===== src/rtl/multicycle_controlunit.sv =====
// rtl/multicycle_controlunit.sv - multi-cycle Moore control FSM with trap and retire counter
//
// Sequences each instruction through FETCH/DECODE/execute/memory/writeback
// for a shared-memory multi-cycle datapath. Decodes LW, SW, R-type
// (add/sub/and/or/slt), BEQ and ADDI; any other encoding parks the FSM in
// TRAP until reset.
//
// Ports (all prefixed multicycle_controlunit_):
//   clk, rst        clock, synchronous active-high reset
//   opcode, funct   instruction fields, held stable by the IR for the whole instruction
//   zero            ALU zero flag, qualifies the branch PC load
//   mem_ready       memory completes the current access this cycle
//   RegDst .. PCSrc datapath mux selects and write enables
//   alu_control     ALU operation
//   state           current FSM state, for debug
//   trap            sticky illegal-instruction flag
//   retired         completed-instruction count, wraps modulo 2^CNTW
module multicycle_controlunit #(
  parameter int OPW  = 6,
  parameter int FW   = 6,
  parameter int ACW  = 4,
  parameter int CNTW = 16,
  parameter logic [OPW-1:0] OP_RTYPE = 6'b000001,
  parameter logic [OPW-1:0] OP_LW    = 6'b000100,
  parameter logic [OPW-1:0] OP_SW    = 6'b000010,
  parameter logic [OPW-1:0] OP_BEQ   = 6'b000011,
  parameter logic [OPW-1:0] OP_ADDI  = 6'b001000
) (
  input  logic            multicycle_controlunit_clk,
  input  logic            multicycle_controlunit_rst,
  input  logic [OPW-1:0]  multicycle_controlunit_opcode,
  input  logic [FW-1:0]   multicycle_controlunit_funct,
  input  logic            multicycle_controlunit_zero,
  input  logic            multicycle_controlunit_mem_ready,
  output logic            multicycle_controlunit_RegDst,
  output logic            multicycle_controlunit_ALUSrcA,
  output logic [1:0]      multicycle_controlunit_ALUSrcB,
  output logic            multicycle_controlunit_MemToReg,
  output logic            multicycle_controlunit_RegWrite,
  output logic            multicycle_controlunit_MemRead,
  output logic            multicycle_controlunit_MemWrite,
  output logic            multicycle_controlunit_IorD,
  output logic            multicycle_controlunit_IRWrite,
  output logic            multicycle_controlunit_PCWrite,
  output logic            multicycle_controlunit_PCSrc,
  output logic [ACW-1:0]  multicycle_controlunit_alu_control,
  output logic [3:0]      multicycle_controlunit_state,
  output logic            multicycle_controlunit_trap,
  output logic [CNTW-1:0] multicycle_controlunit_retired
);

  typedef enum logic [3:0] {
    S_FETCH    = 4'd0,
    S_DECODE   = 4'd1,
    S_MEMADDR  = 4'd2,
    S_MEMRD    = 4'd3,
    S_MEMWB    = 4'd4,
    S_MEMWR    = 4'd5,
    S_RTEXEC   = 4'd6,
    S_RTWB     = 4'd7,
    S_BRANCH   = 4'd8,
    S_ADDIEXEC = 4'd9,
    S_ADDIWB   = 4'd10,
    S_TRAP     = 4'd15
  } state_t;

  localparam logic [ACW-1:0] ALU_AND = ACW'(4'b0001);
  localparam logic [ACW-1:0] ALU_OR  = ACW'(4'b0010);
  localparam logic [ACW-1:0] ALU_ADD = ACW'(4'b0101);
  localparam logic [ACW-1:0] ALU_SUB = ACW'(4'b0110);
  localparam logic [ACW-1:0] ALU_SLT = ACW'(4'b0111);

  localparam logic [FW-1:0] F_ADD = FW'(6'b100000);
  localparam logic [FW-1:0] F_SUB = FW'(6'b100010);
  localparam logic [FW-1:0] F_AND = FW'(6'b100100);
  localparam logic [FW-1:0] F_OR  = FW'(6'b100101);
  localparam logic [FW-1:0] F_SLT = FW'(6'b101010);

  state_t         state_q;
  state_t         state_d;
  logic           funct_ok;
  logic [ACW-1:0] funct_alu;

  // R-type funct decode, shared by the DECODE legality check and the
  // RTEXEC/RTWB ALU selection.
  always_comb begin
    funct_ok  = 1'b1;
    funct_alu = '0;
    case (multicycle_controlunit_funct)
      F_ADD:   funct_alu = ALU_ADD;
      F_SUB:   funct_alu = ALU_SUB;
      F_AND:   funct_alu = ALU_AND;
      F_OR:    funct_alu = ALU_OR;
      F_SLT:   funct_alu = ALU_SLT;
      default: funct_ok  = 1'b0;
    endcase
  end

  always_comb begin
    state_d = S_TRAP;
    case (state_q)
      S_FETCH:  state_d = multicycle_controlunit_mem_ready ? S_DECODE : S_FETCH;
      S_DECODE: begin
        if (multicycle_controlunit_opcode == OP_LW || multicycle_controlunit_opcode == OP_SW)
          state_d = S_MEMADDR;
        else if (multicycle_controlunit_opcode == OP_RTYPE)
          state_d = funct_ok ? S_RTEXEC : S_TRAP;
        else if (multicycle_controlunit_opcode == OP_BEQ)
          state_d = S_BRANCH;
        else if (multicycle_controlunit_opcode == OP_ADDI)
          state_d = S_ADDIEXEC;
        else
          state_d = S_TRAP;
      end
      // Opcode is still held by the IR, so it picks the load or store leg.
      S_MEMADDR: begin
        if (multicycle_controlunit_opcode == OP_LW)
          state_d = S_MEMRD;
        else if (multicycle_controlunit_opcode == OP_SW)
          state_d = S_MEMWR;
        else
          state_d = S_TRAP;
      end
      S_MEMRD:    state_d = multicycle_controlunit_mem_ready ? S_MEMWB : S_MEMRD;
      S_MEMWB:    state_d = S_FETCH;
      S_MEMWR:    state_d = multicycle_controlunit_mem_ready ? S_FETCH : S_MEMWR;
      S_RTEXEC:   state_d = S_RTWB;
      S_RTWB:     state_d = S_FETCH;
      S_BRANCH:   state_d = S_FETCH;
      S_ADDIEXEC: state_d = S_ADDIWB;
      S_ADDIWB:   state_d = S_FETCH;
      default:    state_d = S_TRAP;
    endcase
  end

  always_ff @(posedge multicycle_controlunit_clk) begin
    if (multicycle_controlunit_rst) begin
      state_q                        <= S_FETCH;
      multicycle_controlunit_trap    <= 1'b0;
      multicycle_controlunit_retired <= '0;
    end else begin
      state_q <= state_d;
      // Trap rises together with the state entering TRAP.
      if (state_d == S_TRAP)
        multicycle_controlunit_trap <= 1'b1;
      // Only the final state of an instruction can enter FETCH from outside
      // FETCH; TRAP never does, so trapped instructions are not counted.
      if (state_d == S_FETCH && state_q != S_FETCH)
        multicycle_controlunit_retired <= multicycle_controlunit_retired + 1'b1;
    end
  end

  assign multicycle_controlunit_state = state_q;

  always_comb begin
    multicycle_controlunit_RegDst      = 1'b0;
    multicycle_controlunit_ALUSrcA     = 1'b0;
    multicycle_controlunit_ALUSrcB     = 2'd0;
    multicycle_controlunit_MemToReg    = 1'b0;
    multicycle_controlunit_RegWrite    = 1'b0;
    multicycle_controlunit_MemRead     = 1'b0;
    multicycle_controlunit_MemWrite    = 1'b0;
    multicycle_controlunit_IorD        = 1'b0;
    multicycle_controlunit_IRWrite     = 1'b0;
    multicycle_controlunit_PCWrite     = 1'b0;
    multicycle_controlunit_PCSrc       = 1'b0;
    multicycle_controlunit_alu_control = '0;
    case (state_q)
      S_FETCH: begin
        multicycle_controlunit_MemRead     = 1'b1;
        multicycle_controlunit_ALUSrcB     = 2'd1;
        multicycle_controlunit_alu_control = ALU_ADD;
        // IR and PC+4 are captured only on the cycle the fetch completes.
        multicycle_controlunit_IRWrite     = multicycle_controlunit_mem_ready;
        multicycle_controlunit_PCWrite     = multicycle_controlunit_mem_ready;
      end
      S_DECODE: begin
        multicycle_controlunit_ALUSrcB     = 2'd3;
        multicycle_controlunit_alu_control = ALU_ADD;
      end
      S_MEMADDR, S_ADDIEXEC: begin
        multicycle_controlunit_ALUSrcA     = 1'b1;
        multicycle_controlunit_ALUSrcB     = 2'd2;
        multicycle_controlunit_alu_control = ALU_ADD;
      end
      S_MEMRD: begin
        multicycle_controlunit_MemRead = 1'b1;
        multicycle_controlunit_IorD    = 1'b1;
      end
      S_MEMWB: begin
        multicycle_controlunit_RegWrite = 1'b1;
        multicycle_controlunit_MemToReg = 1'b1;
      end
      S_MEMWR: begin
        multicycle_controlunit_MemWrite = 1'b1;
        multicycle_controlunit_IorD     = 1'b1;
      end
      S_RTEXEC: begin
        multicycle_controlunit_ALUSrcA     = 1'b1;
        multicycle_controlunit_alu_control = funct_alu;
      end
      S_RTWB: begin
        multicycle_controlunit_RegWrite    = 1'b1;
        multicycle_controlunit_RegDst      = 1'b1;
        multicycle_controlunit_alu_control = funct_alu;
      end
      S_BRANCH: begin
        multicycle_controlunit_ALUSrcA     = 1'b1;
        multicycle_controlunit_alu_control = ALU_SUB;
        multicycle_controlunit_PCSrc       = 1'b1;
        multicycle_controlunit_PCWrite     = multicycle_controlunit_zero;
      end
      S_ADDIWB: multicycle_controlunit_RegWrite = 1'b1;
      default: ;
    endcase
  end

endmodule


===== config.mk =====
export PLATFORM = sky130hd
export DESIGN_NAME = multicycle_controlunit
export DESIGN_NICKNAME = d
export VERILOG_FILES = /design/src/rtl/multicycle_controlunit.sv
export SDC_FILE = /design/constraint.sdc
export NUM_CORES = 1
export LEC_CHECK = 0
export CORE_MARGIN = 4
export CORE_UTILIZATION = 49
export CTS_CLUSTER_DIAMETER = 200
export DETAILED_ROUTE_END_ITERATION = 7
export GPL_TIMING_DRIVEN = 0
export PLACE_DENSITY = 0.85
export SLEW_MARGIN = 20
export SYNTH_ARGS = -nofsm -noshare
export SYNTH_HDL_FRONTEND = slang
export SYNTH_SLANG_ARGS = --single-unit

===== constraint.sdc =====
create_clock -name multicycle_controlunit_clk -period 7.95 [get_ports multicycle_controlunit_clk]
set_clock_uncertainty 0.15 [all_clocks]
set_input_delay 1.9875 -clock multicycle_controlunit_clk [delete_from_list [all_inputs] [get_ports multicycle_controlunit_clk]]
set_output_delay 1.9875 -clock multicycle_controlunit_clk [all_outputs]
set_load 0.01 [all_outputs]

==> impl_metrics.toml <==
[status]
status = "finished, final reports clean"

[route]
vias_per_cell = 5.883
drcViolationCount = 0
num_vias = 1765
detail_route.wl_per_cell_um = 14.44
drt-total-wl_um = 4331
antenna_left = 0
drt_first_pass_iters = 4
drt_iter0_drc = 77

[synthesis]
ys_types = 59
ys.flop_type = "dfxtp_1"
avgSynthCellArea_sq_um = 7.837
synth_edf_count = 0
ys_seq_area_frac = 0.2669
synth_nets = 218
syn-cell-area_sq_um = 1575
synth-seq-cells = 21
async_flop_share = 0
syn_inst = 201
ys_warn_count = 0

[hold_path]
hp-class = "flop to flop"

[timing]
finalSetupViolCount = 0
rsz0062_at_grt = "false"
hold_violations = 0
max_freq_ghz = 0.1669
finalCritPeriodShare = 0.7537
tightest_slew_ns = 0.8517
slew_violations = 0
min_period_ns = 5.992
slew_headroom = 0.4269
fin_tns_setup_ns = 0

[critical_path]
cpMaxStageDelayCell = "clkdlybuf4s50_1"
worstPathMaxFanout = 5
slowest_delay_ns = 0.56
cp_common_cell = "clkdlybuf4s50_1"
arrival_ns = 3.85
worstSetupPathType = "input pin to output port"
crit_path_end_kind = "output port"
worstPathCellList = "clkdlybuf4s50_1 > inv_1 > or3_1 > o21ai_0 > a21oi_1 > o22ai_1 > clkdlybuf4s50_1"
worstSetupStartpointType = "input pin"
required_ns = 5.81

[layout]
drive_gt1_frac = 0.05469
final-seq-area_sq_um = 420.4
nFillCells = 276
n_antenna_cell = 0
post-route-cell-area_sq_um = 2167
synthToLayoutAreaGrowth_pct = 37.57
final_nets = 274
multi_input_area_sq_um = 1071

[global_route]
grt_max_degree = 12
first_global_vias = 1589
gr-total-overflow = 0
met1_usage = 0.2989
grt-busiest-layer = "met2"
grt_antenna_before_repair = 0
met3_usage = 0.05373
grt_first_pass_wirelength_um = 7238
gr-usage-met2 = 0.3193
grt_usage = 0.2101

[floorplan]
io_pins = 53
core-area_sq_um = 3053
std_cell_rows = 20
die_x_um = 64.70
die_h_um = 64.70
start_util = 0.5160
dieArea_sq_um = 4186

[clock_tree]
cts.htree.levels = 1
clockRootBuffer = "clkbuf_4"
cts_tree = "built"
cts_hold_buf = 0
cts.sink_count = 21
cts_setup_buffers = 0
clkTransAtPathRegs_ns = 0.11
cts_resized = 0
clock_latency_ns = 0.31
clockBufferDepth = 2
numCtsBuffers = 3

[placed_design]
place_area_sq_um = 2141
routabilityCongestion = 0.8308
place_hpwl_um = 3372
port_buffers = 51

[flow_run]
cap_violations = 0

[power_and_ir_drop]
p_leak_nw = 0.7686
power-per-cell-area_nw_per_um2 = 310.5
vdd_drop_max_uv = 175.4
total_power_uw = 672.9
[final timing paths]
path / startpoint / end / slack (ns) / cells past startpoint
max: multicycle_controlunit_funct[1] / multicycle_controlunit_alu_control[0] / 1.96 / 7
min: multicycle_controlunit_trap / multicycle_controlunit_trap / 0.35 / 2
max reg2reg: multicycle_controlunit_state[0] / multicycle_controlunit_retired[11] / 4.98 / 9
min reg2reg: multicycle_controlunit_trap / multicycle_controlunit_trap / 0.35 / 2
[kinds of logic (layout without fill, tap and decap cells)]
logic type                 after synthesis  count (layout)  synth area share
and+or+nand+nor                         94              94            0.3566
xor gates and xnor gates                 2               2           0.01112
adders and majority gates                1               1          0.007942
other                                    1               1          0.002381
muxes                                    7               7           0.04845
AOI/OAI and AO/OA                       56              56            0.2534
buffers and inverters                   19              74           0.05322
DFF                                     21              21            0.2669
[power by group]
group          total (mW)  switching, mW  internal (mW)
logic               0.493          0.281          0.211
clock network      0.0528         0.0332         0.0196
registers           0.127        0.00916          0.118
total               0.673          0.324          0.349
[metrics by stage]
stage	worst slack, ns	utilization	hold slack [ns]	instances
after floorplan	3.083	-	0.3459	201
after detailed placement	1.968	0.7012	0.3237	296
final	1.958	0.7098	0.3452	300
after global routing	1.826	0.7098	0.3789	300
after global placement	1.987	0.7012	0.3092	296
after CTS	1.963	0.7098	0.3516	300
[synth_stat cells (all sizes together) (3+ instances only)]
cell     n  share of area
a21o     3          0.014
a21oi   18          0.057
and2     3          0.012
and3     6          0.024
buf      4          0.017
clkbuf  10          0.024
dfxtp   21           0.27
inv      5          0.012
mux2     5          0.036
nand2    9          0.021
nand2b   7          0.028
nand3    7          0.022
nand4    6          0.033
nor2    16          0.038
nor2b    9          0.036
nor3     6          0.019
nor4     4          0.020
o21bai   3          0.014
o31ai   10          0.048
or4     10          0.050
[critical path: cells and delay by family]
| kind | cells | cell delay (ns) |
|---|---|---|
| compound gates | 3 | 0.32 |
| simple gates | 1 | 0.36 |
| buf+inv | 3 | 1.19 |
[routing by layer]
| metal | vias up | part of all wire |
|---|---|---|
| met5 | - | 0 |
| met4 | 0 | 0.0058 |
| met3 | 5 | 0.056 |
| met2 | 59 | 0.44 |
| met1 | 823 | 0.50 |
| li1 | 878 | - |
[sequential cells by signal (all words and copies together) (netlist names)]
signal / count
multicycle_controlunit_retired: 16
multicycle_controlunit_state: 4
multicycle_controlunit_trap: 1
[cells in the final DEF, fill, tap and decap left out, types with 5 or more instances in the layout]
cell type,netlist,routed
nor3_1,6,6
nand4_1,5,5
nand2b_1,7,7
mux2_1,5,5
nand2_1,9,9
dfxtp_1,21,21
and3_1,6,6
o31ai_1,10,10
clkbuf_1,10,11
or4_1,9,9
nor2b_1,9,9
inv_1,5,5
nand3_1,7,7
nor2_1,16,16
clkdlybuf4s50_1,0,51
a21oi_1,18,18
[final cells by class]
type	count	share of cell area
Inverter	5	0.008661
Timing Repair Buffer	51	0.2356
Multi-Input combinational cell	161	0.4942
Tap cell	44	0.02540
Buffer	14	0.03002
Sequential cell	21	0.1940
Clock buffer	4	0.01212
(Power assumes the default switching activity.)
